[src/rtl/trap_ctrl_pkg.sv]
// Shared types and constants for the machine-mode trap initiator.
// Holds the FSM state type, fixed cause/mode encodings and the interrupt cause helper.
package trap_pkg;

    typedef enum logic [1:0] {
        IDLE    = 2'b00,
        ENTER   = 2'b01,
        HANDLER = 2'b10,
        RETURN  = 2'b11
    } trap_state_t;

    localparam logic [31:0] CAUSE_ECALL_M       = 32'h0000_000B;
    localparam logic [1:0]  MTVEC_MODE_VECTORED = 2'b01;

    // Interrupt mcause: bit 31 set, code = base + source index.
    function automatic logic [31:0] irq_cause(input logic [31:0] base, input logic [31:0] idx);
        irq_cause = {1'b1, base[30:0] + idx[30:0]};
    endfunction

endpackage

[src/rtl/trap_ctrl_if.sv]
// Signal bundle between the trap initiator, the ID stage and the CSR file.
// master drives decode/CSR values and observes the trap outputs; slave is the trap initiator.
interface trap_ctrl_if #(parameter int N_IRQ = 4);

    logic             instr_valid;
    logic             stall;
    logic             ecall;
    logic             mret;
    logic [N_IRQ-1:0] irq_src;
    logic             mie_global;
    logic [31:0]      mie_mask;
    logic [31:0]      mtvec;
    logic [31:0]      mepc;
    logic [31:0]      pres_addr;

    logic [31:0]      mip;
    logic             trigger_trap;
    logic [31:0]      trap_cause;
    logic [31:0]      trap_epc;
    logic             pc_redirect;
    logic [31:0]      redirect_addr;
    logic             flush;
    logic             trapping;
    logic             double_fault;

    modport master (
        output instr_valid, stall, ecall, mret, irq_src, mie_global,
               mie_mask, mtvec, mepc, pres_addr,
        input  mip, trigger_trap, trap_cause, trap_epc, pc_redirect,
               redirect_addr, flush, trapping, double_fault
    );

    modport slave (
        input  instr_valid, stall, ecall, mret, irq_src, mie_global,
               mie_mask, mtvec, mepc, pres_addr,
        output mip, trigger_trap, trap_cause, trap_epc, pc_redirect,
               redirect_addr, flush, trapping, double_fault
    );

endinterface

[src/rtl/trap_ctrl_prio_enc.sv]
// Lowest-index-first priority encoder over the enabled pending interrupts.
module trap_prio_enc #(
    parameter int N     = 4,
    parameter int IDX_W = (N > 1) ? $clog2(N) : 1
) (
    input  logic [N-1:0]     i_req,
    output logic             o_valid,
    output logic [IDX_W-1:0] o_idx
);

    // Scan from the top down so the lowest requesting index is the last to win.
    always_comb begin
        o_valid = |i_req;
        o_idx   = '0;
        for (int i = N - 1; i >= 0; i--) begin
            o_idx = i_req[i] ? IDX_W'(i) : o_idx;
        end
    end

endmodule

[src/rtl/trap_ctrl.sv]
// Trap initiator: takes ecall/interrupt traps, strobes cause/EPC into the CSR file,
// redirects and flushes fetch into the handler, and returns to mepc on MRET.
module trap_ctrl
    import trap_pkg::*;
#(
    parameter int N_IRQ    = 4,
    parameter int IRQ_BASE = 16
) (
    input  logic        i_clk,
    input  logic        i_rst,
    trap_ctrl_if.slave  bus
);

    localparam int IDX_W = (N_IRQ > 1) ? $clog2(N_IRQ) : 1;

    trap_state_t      r_state, w_next;
    logic [N_IRQ-1:0] r_mip, w_pend;
    logic             w_accept, w_irq_valid, w_irq_take;
    logic             w_take_ecall, w_take_irq, w_ret_go, w_set_df;
    logic [IDX_W-1:0] w_irq_idx;
    logic [31:0]      w_cause, w_vec_base, w_target;
    logic             r_trigger, r_pc_redirect, r_flush, r_trapping, r_double_fault;
    logic [31:0]      r_cause, r_epc, r_redirect;
    logic             w_unused;

    assign w_accept   = bus.instr_valid & ~bus.stall;
    assign w_pend     = r_mip & bus.mie_mask[IRQ_BASE +: N_IRQ];
    assign w_irq_take = bus.mie_global & w_irq_valid & w_accept;
    assign w_unused   = &{1'b0, bus.mie_mask};

    trap_prio_enc #(.N(N_IRQ), .IDX_W(IDX_W)) u_prio (
        .i_req   (w_pend),
        .o_valid (w_irq_valid),
        .o_idx   (w_irq_idx)
    );

    // Next-state decode; interrupts are only considered in IDLE, so there is no nesting.
    always_comb begin
        w_next       = r_state;
        w_take_ecall = 1'b0;
        w_take_irq   = 1'b0;
        w_ret_go     = 1'b0;
        w_set_df     = 1'b0;
        case (r_state)
            IDLE: begin
                if (bus.ecall && w_accept) begin
                    w_take_ecall = 1'b1;
                    w_next       = ENTER;
                end else if (w_irq_take) begin
                    w_take_irq = 1'b1;
                    w_next     = ENTER;
                end else begin
                    w_next = IDLE;
                end
            end
            ENTER:   w_next = HANDLER;
            HANDLER: begin
                if (bus.mret && w_accept) begin
                    w_ret_go = 1'b1;
                    w_next   = RETURN;
                end else if (bus.ecall && w_accept) begin
                    w_set_df = 1'b1;
                    w_next   = HANDLER;
                end else begin
                    w_next = HANDLER;
                end
            end
            RETURN:  w_next = IDLE;
            default: w_next = IDLE;
        endcase
    end

    // Cause and handler target for the trap being taken this cycle.
    always_comb begin
        w_vec_base = {bus.mtvec[31:2], 2'b00};
        if (w_take_irq) begin
            w_cause = irq_cause(32'(IRQ_BASE), 32'(w_irq_idx));
            if (bus.mtvec[1:0] == MTVEC_MODE_VECTORED) begin
                w_target = w_vec_base + ((32'(IRQ_BASE) + 32'(w_irq_idx)) << 2);
            end else begin
                w_target = w_vec_base;
            end
        end else begin
            w_cause  = CAUSE_ECALL_M;
            w_target = w_vec_base;
        end
    end

    // State register.
    always_ff @(posedge i_clk) begin
        if (i_rst) begin
            r_state <= IDLE;
        end else begin
            r_state <= w_next;
        end
    end

    // Pending-interrupt view, one cycle behind the request levels.
    always_ff @(posedge i_clk) begin
        if (i_rst) begin
            r_mip <= '0;
        end else begin
            r_mip <= bus.irq_src;
        end
    end

    // Output registers, loaded from the transition being taken so they align with the new state.
    always_ff @(posedge i_clk) begin
        if (i_rst) begin
            r_trigger      <= 1'b0;
            r_pc_redirect  <= 1'b0;
            r_flush        <= 1'b0;
            r_trapping     <= 1'b0;
            r_double_fault <= 1'b0;
            r_cause        <= 32'h0000_0000;
            r_epc          <= 32'h0000_0000;
            r_redirect     <= 32'h0000_0000;
        end else begin
            r_trigger      <= w_take_ecall | w_take_irq;
            r_pc_redirect  <= w_take_ecall | w_take_irq | w_ret_go;
            r_flush        <= w_take_ecall | w_take_irq | w_ret_go;
            r_trapping     <= (w_next == HANDLER) || (w_next == RETURN);
            r_double_fault <= r_double_fault | w_set_df;
            r_cause        <= (w_take_ecall | w_take_irq) ? w_cause   : 32'h0000_0000;
            r_epc          <= (w_take_ecall | w_take_irq) ? bus.pres_addr : 32'h0000_0000;
            r_redirect     <= (w_take_ecall | w_take_irq) ? w_target  : 32'h0000_0000;
        end
    end

    // The return target is mepc as seen during RETURN, so a late handler write still lands.
    assign bus.redirect_addr = (r_state == RETURN) ? bus.mepc : r_redirect;
    assign bus.mip           = 32'(r_mip) << IRQ_BASE;
    assign bus.trigger_trap  = r_trigger;
    assign bus.trap_cause    = r_cause;
    assign bus.trap_epc      = r_epc;
    assign bus.pc_redirect   = r_pc_redirect;
    assign bus.flush         = r_flush;
    assign bus.trapping      = r_trapping;
    assign bus.double_fault  = r_double_fault;

endmodule

[src/flat_wrapper.sv]
// flat-port wrapper written by rule: the top's interface ports become plain ports
module trap_ctrl_flat import trap_pkg::*;
#(
    parameter int N_IRQ    = 4,
    parameter int IRQ_BASE = 16
)
  (i_clk, i_rst, bus_instr_valid, bus_stall, bus_ecall, bus_mret, bus_irq_src, bus_mie_global, bus_mie_mask, bus_mtvec, bus_mepc, bus_pres_addr, bus_mip, bus_trigger_trap, bus_trap_cause, bus_trap_epc, bus_pc_redirect, bus_redirect_addr, bus_flush, bus_trapping, bus_double_fault);
  trap_ctrl_if #(.N_IRQ(N_IRQ)) bus_i ();
  input  logic i_clk;
  input  logic i_rst;
  input wire logic [$bits(bus_i.instr_valid)-1:0] bus_instr_valid;
  input wire logic [$bits(bus_i.stall)-1:0] bus_stall;
  input wire logic [$bits(bus_i.ecall)-1:0] bus_ecall;
  input wire logic [$bits(bus_i.mret)-1:0] bus_mret;
  input wire logic [$bits(bus_i.irq_src)-1:0] bus_irq_src;
  input wire logic [$bits(bus_i.mie_global)-1:0] bus_mie_global;
  input wire logic [$bits(bus_i.mie_mask)-1:0] bus_mie_mask;
  input wire logic [$bits(bus_i.mtvec)-1:0] bus_mtvec;
  input wire logic [$bits(bus_i.mepc)-1:0] bus_mepc;
  input wire logic [$bits(bus_i.pres_addr)-1:0] bus_pres_addr;
  output wire logic [$bits(bus_i.mip)-1:0] bus_mip;
  output wire logic [$bits(bus_i.trigger_trap)-1:0] bus_trigger_trap;
  output wire logic [$bits(bus_i.trap_cause)-1:0] bus_trap_cause;
  output wire logic [$bits(bus_i.trap_epc)-1:0] bus_trap_epc;
  output wire logic [$bits(bus_i.pc_redirect)-1:0] bus_pc_redirect;
  output wire logic [$bits(bus_i.redirect_addr)-1:0] bus_redirect_addr;
  output wire logic [$bits(bus_i.flush)-1:0] bus_flush;
  output wire logic [$bits(bus_i.trapping)-1:0] bus_trapping;
  output wire logic [$bits(bus_i.double_fault)-1:0] bus_double_fault;
  assign bus_i.instr_valid = bus_instr_valid;
  assign bus_i.stall = bus_stall;
  assign bus_i.ecall = bus_ecall;
  assign bus_i.mret = bus_mret;
  assign bus_i.irq_src = bus_irq_src;
  assign bus_i.mie_global = bus_mie_global;
  assign bus_i.mie_mask = bus_mie_mask;
  assign bus_i.mtvec = bus_mtvec;
  assign bus_i.mepc = bus_mepc;
  assign bus_i.pres_addr = bus_pres_addr;
  assign bus_mip = bus_i.mip;
  assign bus_trigger_trap = bus_i.trigger_trap;
  assign bus_trap_cause = bus_i.trap_cause;
  assign bus_trap_epc = bus_i.trap_epc;
  assign bus_pc_redirect = bus_i.pc_redirect;
  assign bus_redirect_addr = bus_i.redirect_addr;
  assign bus_flush = bus_i.flush;
  assign bus_trapping = bus_i.trapping;
  assign bus_double_fault = bus_i.double_fault;
  trap_ctrl #(.N_IRQ(N_IRQ), .IRQ_BASE(IRQ_BASE)) u_core (.i_clk(i_clk), .i_rst(i_rst), .bus(bus_i));
endmodule
[config.mk]
export PLATFORM = sky130hd
export DESIGN_NAME = trap_ctrl_flat
export DESIGN_NICKNAME = d
export VERILOG_FILES = /design/src/rtl/trap_ctrl_pkg.sv /design/src/rtl/trap_ctrl_if.sv /design/src/rtl/trap_ctrl_prio_enc.sv /design/src/rtl/trap_ctrl.sv /design/src/flat_wrapper.sv
export SDC_FILE = /design/constraint.sdc
export NUM_CORES = 1
export LEC_CHECK = 0
export CORE_ASPECT_RATIO = 0.8
export CORE_MARGIN = 10
export CORE_UTILIZATION = 30
export CTS_CLUSTER_SIZE = 24
export DETAILED_ROUTE_END_ITERATION = 10
export HOLD_SLACK_MARGIN = 0.02
export PLACE_DENSITY_LB_ADDON = 0.2
export SETUP_SLACK_MARGIN = 0.02
export SLEW_MARGIN = 20
export SYNTH_ARGS = -nofsm -noshare
export SYNTH_HDL_FRONTEND = slang
export SYNTH_SLANG_ARGS = --single-unit
[constraint.sdc]
create_clock -name i_clk -period 4.42 [get_ports i_clk]
set_input_delay 1.105 -clock i_clk [delete_from_list [all_inputs] [get_ports i_clk]]
set_output_delay 1.105 -clock i_clk [all_outputs]
set_load 0.005 [all_outputs]
==> impl_metrics.xml <==
<?xml version="1.0" encoding="UTF-8"?>
<metrics>
  <group name="die">
    <metric name="rows" unit="">37</metric>
    <metric name="initial_utilization" unit="%">30.84</metric>
    <metric name="die_area" unit="sq um">18370</metric>
    <metric name="fp.dieW" unit="um">149.1</metric>
    <metric name="die_y" unit="um">123.3</metric>
    <metric name="ios" unit="">272</metric>
    <metric name="design.core.area" unit="sq um">12960</metric>
  </group>
  <group name="power_and_ir_drop">
    <metric name="power_per_cell_area" unit="nW/um^2">271.8</metric>
    <metric name="ir_drop" unit="mV">0.1565</metric>
    <metric name="static-leakage-power" unit="nW">2.305</metric>
  </group>
  <group name="timing">
    <metric name="maxSlewHeadroom" unit="%">32.38</metric>
    <metric name="max_freq" unit="GHz">0.2739</metric>
    <metric name="setup_violations" unit="">0</metric>
    <metric name="setup_tns" unit="ps">0</metric>
    <metric name="fin_crit" unit="ps">3651</metric>
    <metric name="unrepaired_setup_endpoints_after_global_routing" unit="">no</metric>
    <metric name="timing.final.crit_share" unit="%">82.61</metric>
    <metric name="actual_transition_at_the_worst_max_transition_pin" unit="ps">1011</metric>
    <metric name="slew_violations" unit="">0</metric>
    <metric name="holdWs" unit="ps">494.3</metric>
    <metric name="fin_worst_skew" unit="ps">7.546</metric>
    <metric name="final_hold_viol_count" unit="">0</metric>
  </group>
  <group name="cts">
    <metric name="cts_root_buffer" unit="">sky130_fd_sc_hd__clkbuf_16</metric>
    <metric name="ctsResizeCount" unit="">0</metric>
    <metric name="post_cts_hold_buffer_count" unit="">0</metric>
    <metric name="cts.repair_timing.setup_buffer_count" unit="">0</metric>
    <metric name="clock-sinks" unit="">76</metric>
    <metric name="cts_inserted_buffers" unit="">9</metric>
    <metric name="maximum_count_of_clock_buffers_along_a_single_path" unit="">2</metric>
    <metric name="htree_levels" unit="">3</metric>
    <metric name="clk-insertion-delay-late" unit="ps">340</metric>
    <metric name="tritoncts_clock_tree" unit="">built</metric>
    <metric name="clk_pin_slew_worst_paths" unit="ps">60</metric>
  </group>
  <group name="worst_setup_path">
    <metric name="path_max_fanout" unit="">15</metric>
    <metric name="critical_path.startpoint_type" unit="">input port</metric>
    <metric name="worst-endpoint-arrival" unit="ps">3910</metric>
    <metric name="critPathKind" unit="">input port to flop</metric>
    <metric name="cp_common_cell" unit="">sky130_fd_sc_hd__a21oi_1</metric>
    <metric name="crit_path_end_kind" unit="">flop</metric>
    <metric name="worst-endpoint-required" unit="ps">4680</metric>
    <metric name="path_cells" unit="">clkdlybuf4s50_1, nand2_1, a32oi_1, a21oi_1, ha_1, inv_1, fa_1, and3b_1, nor2_1, or4_1, a21oi_1</metric>
    <metric name="worstReg2RegStart" unit="">u_core.r_mip[3]</metric>
    <metric name="worst_path_largest_cell_delay" unit="ps">550</metric>
    <metric name="critPathLaunch" unit="">bus_mie_mask[18]</metric>
    <metric name="timing.critical_path.slowest_stage_cell" unit="">sky130_fd_sc_hd__or4_1</metric>
  </group>
  <group name="route">
    <metric name="firstDrtPassIters" unit="">4</metric>
    <metric name="post_drt_via_cell_ratio" unit="">4.388</metric>
    <metric name="antenna_violating_nets_post_route" unit="">0</metric>
    <metric name="routed-via-count" unit="">3423</metric>
    <metric name="number_of_drc_violations_after_detailed_routing" unit="">0</metric>
    <metric name="drt_wl_total" unit="um">13210</metric>
    <metric name="drt_iter0_markers" unit="">158</metric>
    <metric name="drt-wirelength-per-cell" unit="um">16.94</metric>
  </group>
  <group name="grt">
    <metric name="grt_max_degree" unit="">38</metric>
    <metric name="overflow" unit="">0</metric>
    <metric name="antenna_found_initial" unit="">0</metric>
    <metric name="grt_pass1_wl" unit="um">19670</metric>
    <metric name="groute.usage.overall" unit="%">13.51</metric>
    <metric name="first_global_vias" unit="">3555</metric>
  </group>
  <group name="place">
    <metric name="placed_wire_length_estimate_after_detailed_placement" unit="um">10380</metric>
    <metric name="port-buffer-count" unit="">188</metric>
    <metric name="rd_place_congestion" unit="">0.7735</metric>
  </group>
  <group name="synth">
    <metric name="synth_most_common_cell" unit="">sky130_fd_sc_hd__dfxtp_1</metric>
    <metric name="ys_dominant_reg_cell" unit="">sky130_fd_sc_hd__dfxtp_1</metric>
    <metric name="mappedNetlistArea" unit="sq um">3998</metric>
    <metric name="number_of_instances_in_the_synthesized_netlist" unit="">425</metric>
    <metric name="synth_area_per_cell" unit="sq um">9.406</metric>
    <metric name="synthTopCellsByArea" unit="">sky130_fd_sc_hd__dfxtp_1 38%, sky130_fd_sc_hd__buf_4 11%, sky130_fd_sc_hd__mux2_2 8.7%, sky130_fd_sc_hd__and2_1 6.1%, sky130_fd_sc_hd__o211ai_1 4.5%</metric>
    <metric name="yosysTopAreaCell" unit="">sky130_fd_sc_hd__dfxtp_1</metric>
    <metric name="synth-seq-cells" unit="">76</metric>
    <metric name="synth-edff-count" unit="">0</metric>
    <metric name="ys_warn_count" unit="">0</metric>
    <metric name="ys_seq_area_share" unit="%">38.06</metric>
    <metric name="synth_cell_types" unit="">49</metric>
    <metric name="netlist_top_cells_count" unit="">76 x sky130_fd_sc_hd__dfxtp_1, 56 x sky130_fd_sc_hd__buf_4, 39 x sky130_fd_sc_hd__and2_1, 31 x sky130_fd_sc_hd__mux2_2, 24 x sky130_fd_sc_hd__o211ai_1</metric>
    <metric name="async_flop_share" unit="%">0</metric>
    <metric name="yosysTopAreaCellShare" unit="%">38.06</metric>
  </group>
  <group name="flow_run">
    <metric name="number_of_maximum_capacitance_violations" unit="">0</metric>
  </group>
  <group name="outcome">
    <metric name="run_status" unit="">finished clean</metric>
  </group>
  <group name="layout">
    <metric name="post_route_cells_drive_above_1_share" unit="%">10.08</metric>
    <metric name="number_of_inserted_diodes" unit="">0</metric>
    <metric name="layout-area-overhead-vs-synth" unit="%">52.30</metric>
    <metric name="finish.net_count" unit="">746</metric>
    <metric name="fin_util" unit="%">46.97</metric>
  </group>
  <group name="worst_hold_path">
    <metric name="min_from" unit="">u_core.bus.double_fault</metric>
    <metric name="hold_path_class" unit="">flop to flop</metric>
  </group>
</metrics>
==> path summary, 6_finish.rpt <==
kind / endpoint / slack (ps) / depth (start not counted)
worst max register to register: u_core.r_redirect[14] / 1650 / 9
worst min register to register: u_core.bus.double_fault / 490 / 2
worst max-delay path: u_core.r_redirect[14] / 770 / 11
worst min-delay path: u_core.bus.double_fault / 490 / 2
==> where the power goes <==
part | switching (W) | internal, W | leakage [nW]
Sequential | 0.00000723 | 0.000704 | 0.617
Clock | 0.000298 | 0.000384 | 0.122
Combinational | 0.000107 | 0.000155 | 1.57
Total | 0.000412 | 0.00124 | 2.30
==> cells by family (layout without fill, tap and decap cells) <==
| kind of cell | Yosys count | count (layout) | share of synthesized area, % |
|---|---|---|---|
| flops | 76 | 76 | 38.06 |
| fa+ha+maj | 7 | 7 | 2.379 |
| compound gates | 76 | 76 | 13.37 |
| other cells | 1 | 55 | 0.09381 |
| buf+inv | 104 | 230 | 15.37 |
| mux | 44 | 44 | 11.99 |
| simple gates | 117 | 117 | 18.75 |
==> area by class of cell <==
| cell class | count | area, sq um |
|---|---|---|
| inverter | 21 | 78.83 |
| tap | 175 | 219.0 |
| sequential | 76 | 1521 |
| fill | 1255 | 6874 |
| timing repair buffer | 193 | 1919 |
| clock inverter | 6 | 47.55 |
| multi-input combinational | 299 | 2073 |
| clock buffer | 10 | 229.0 |
==> metrics by stage <==
| stage | total power (W) | setup slack, ps | cells | area, sq um |
|---|---|---|---|---|
| detailed placement | 0.0009861 | 405.0 | 764 | 5812 |
| finish | 0.001655 | 768.7 | 780 | 6088 |
| global route | 0.001729 | 519.1 | 780 | 6088 |
| floorplan | 0.0008509 | 1283 | 479 | 4200 |
| CTS | 0.001678 | 750.9 | 780 | 6088 |
| global placement | 0.0009803 | 482.0 | 764 | 5812 |
==> flip-flops by register name, summed over array words and instances (netlist names) <==
signal / flops
u_core.bus.trigger_trap: 1
u_core.bus.double_fault: 1
u_core.bus.trap_epc: 32
u_core.bus.pc_redirect: 1
u_core.r_state: 2
u_core.r_mip: 4
u_core.r_redirect: 30
u_core.bus.trap_cause: 5
==> critical path, delay by kind of cell <==
kind	cells	cell delay, ps
AND/OR/NAND/NOR	4	1190
adder cells (fa/ha/maj)	2	650
AO/OA/AOI/OAI	3	460
buffers and inverters	2	490
==> layer usage <==
layer	wire length, um	vias up	global-route usage [%]
met5	0	-	0
met4	176	0	4.284
met3	931	13	4.564
met2	6221	130	21.73
met1	5880	1540	16.75
li1	-	1740	-
==> layout by cell type (no fill, tap or decap), drive strengths merged, types with 2 or more instances in the layout <==
cell type,count
a211o,2
a21oi,17
a22oi,2
a31oi,3
and2,39
and3,3
and3b,2
and4,4
buf,5
clkbuf,10
clkdlybuf4s50,188
clkinvlp,4
conb,55
dfxtp,76
ha,6
inv,23
mux2,31
mux2i,13
nand2,9
nand3,4
nand4,8
nand4b,2
nor2,6
nor2b,7
nor4,13
o211ai,24
o21a,5
o21ai,10
o31a,2
o31ai,8
or3,5
or4,9
Note: power is estimated with default switching activity, not from simulation.
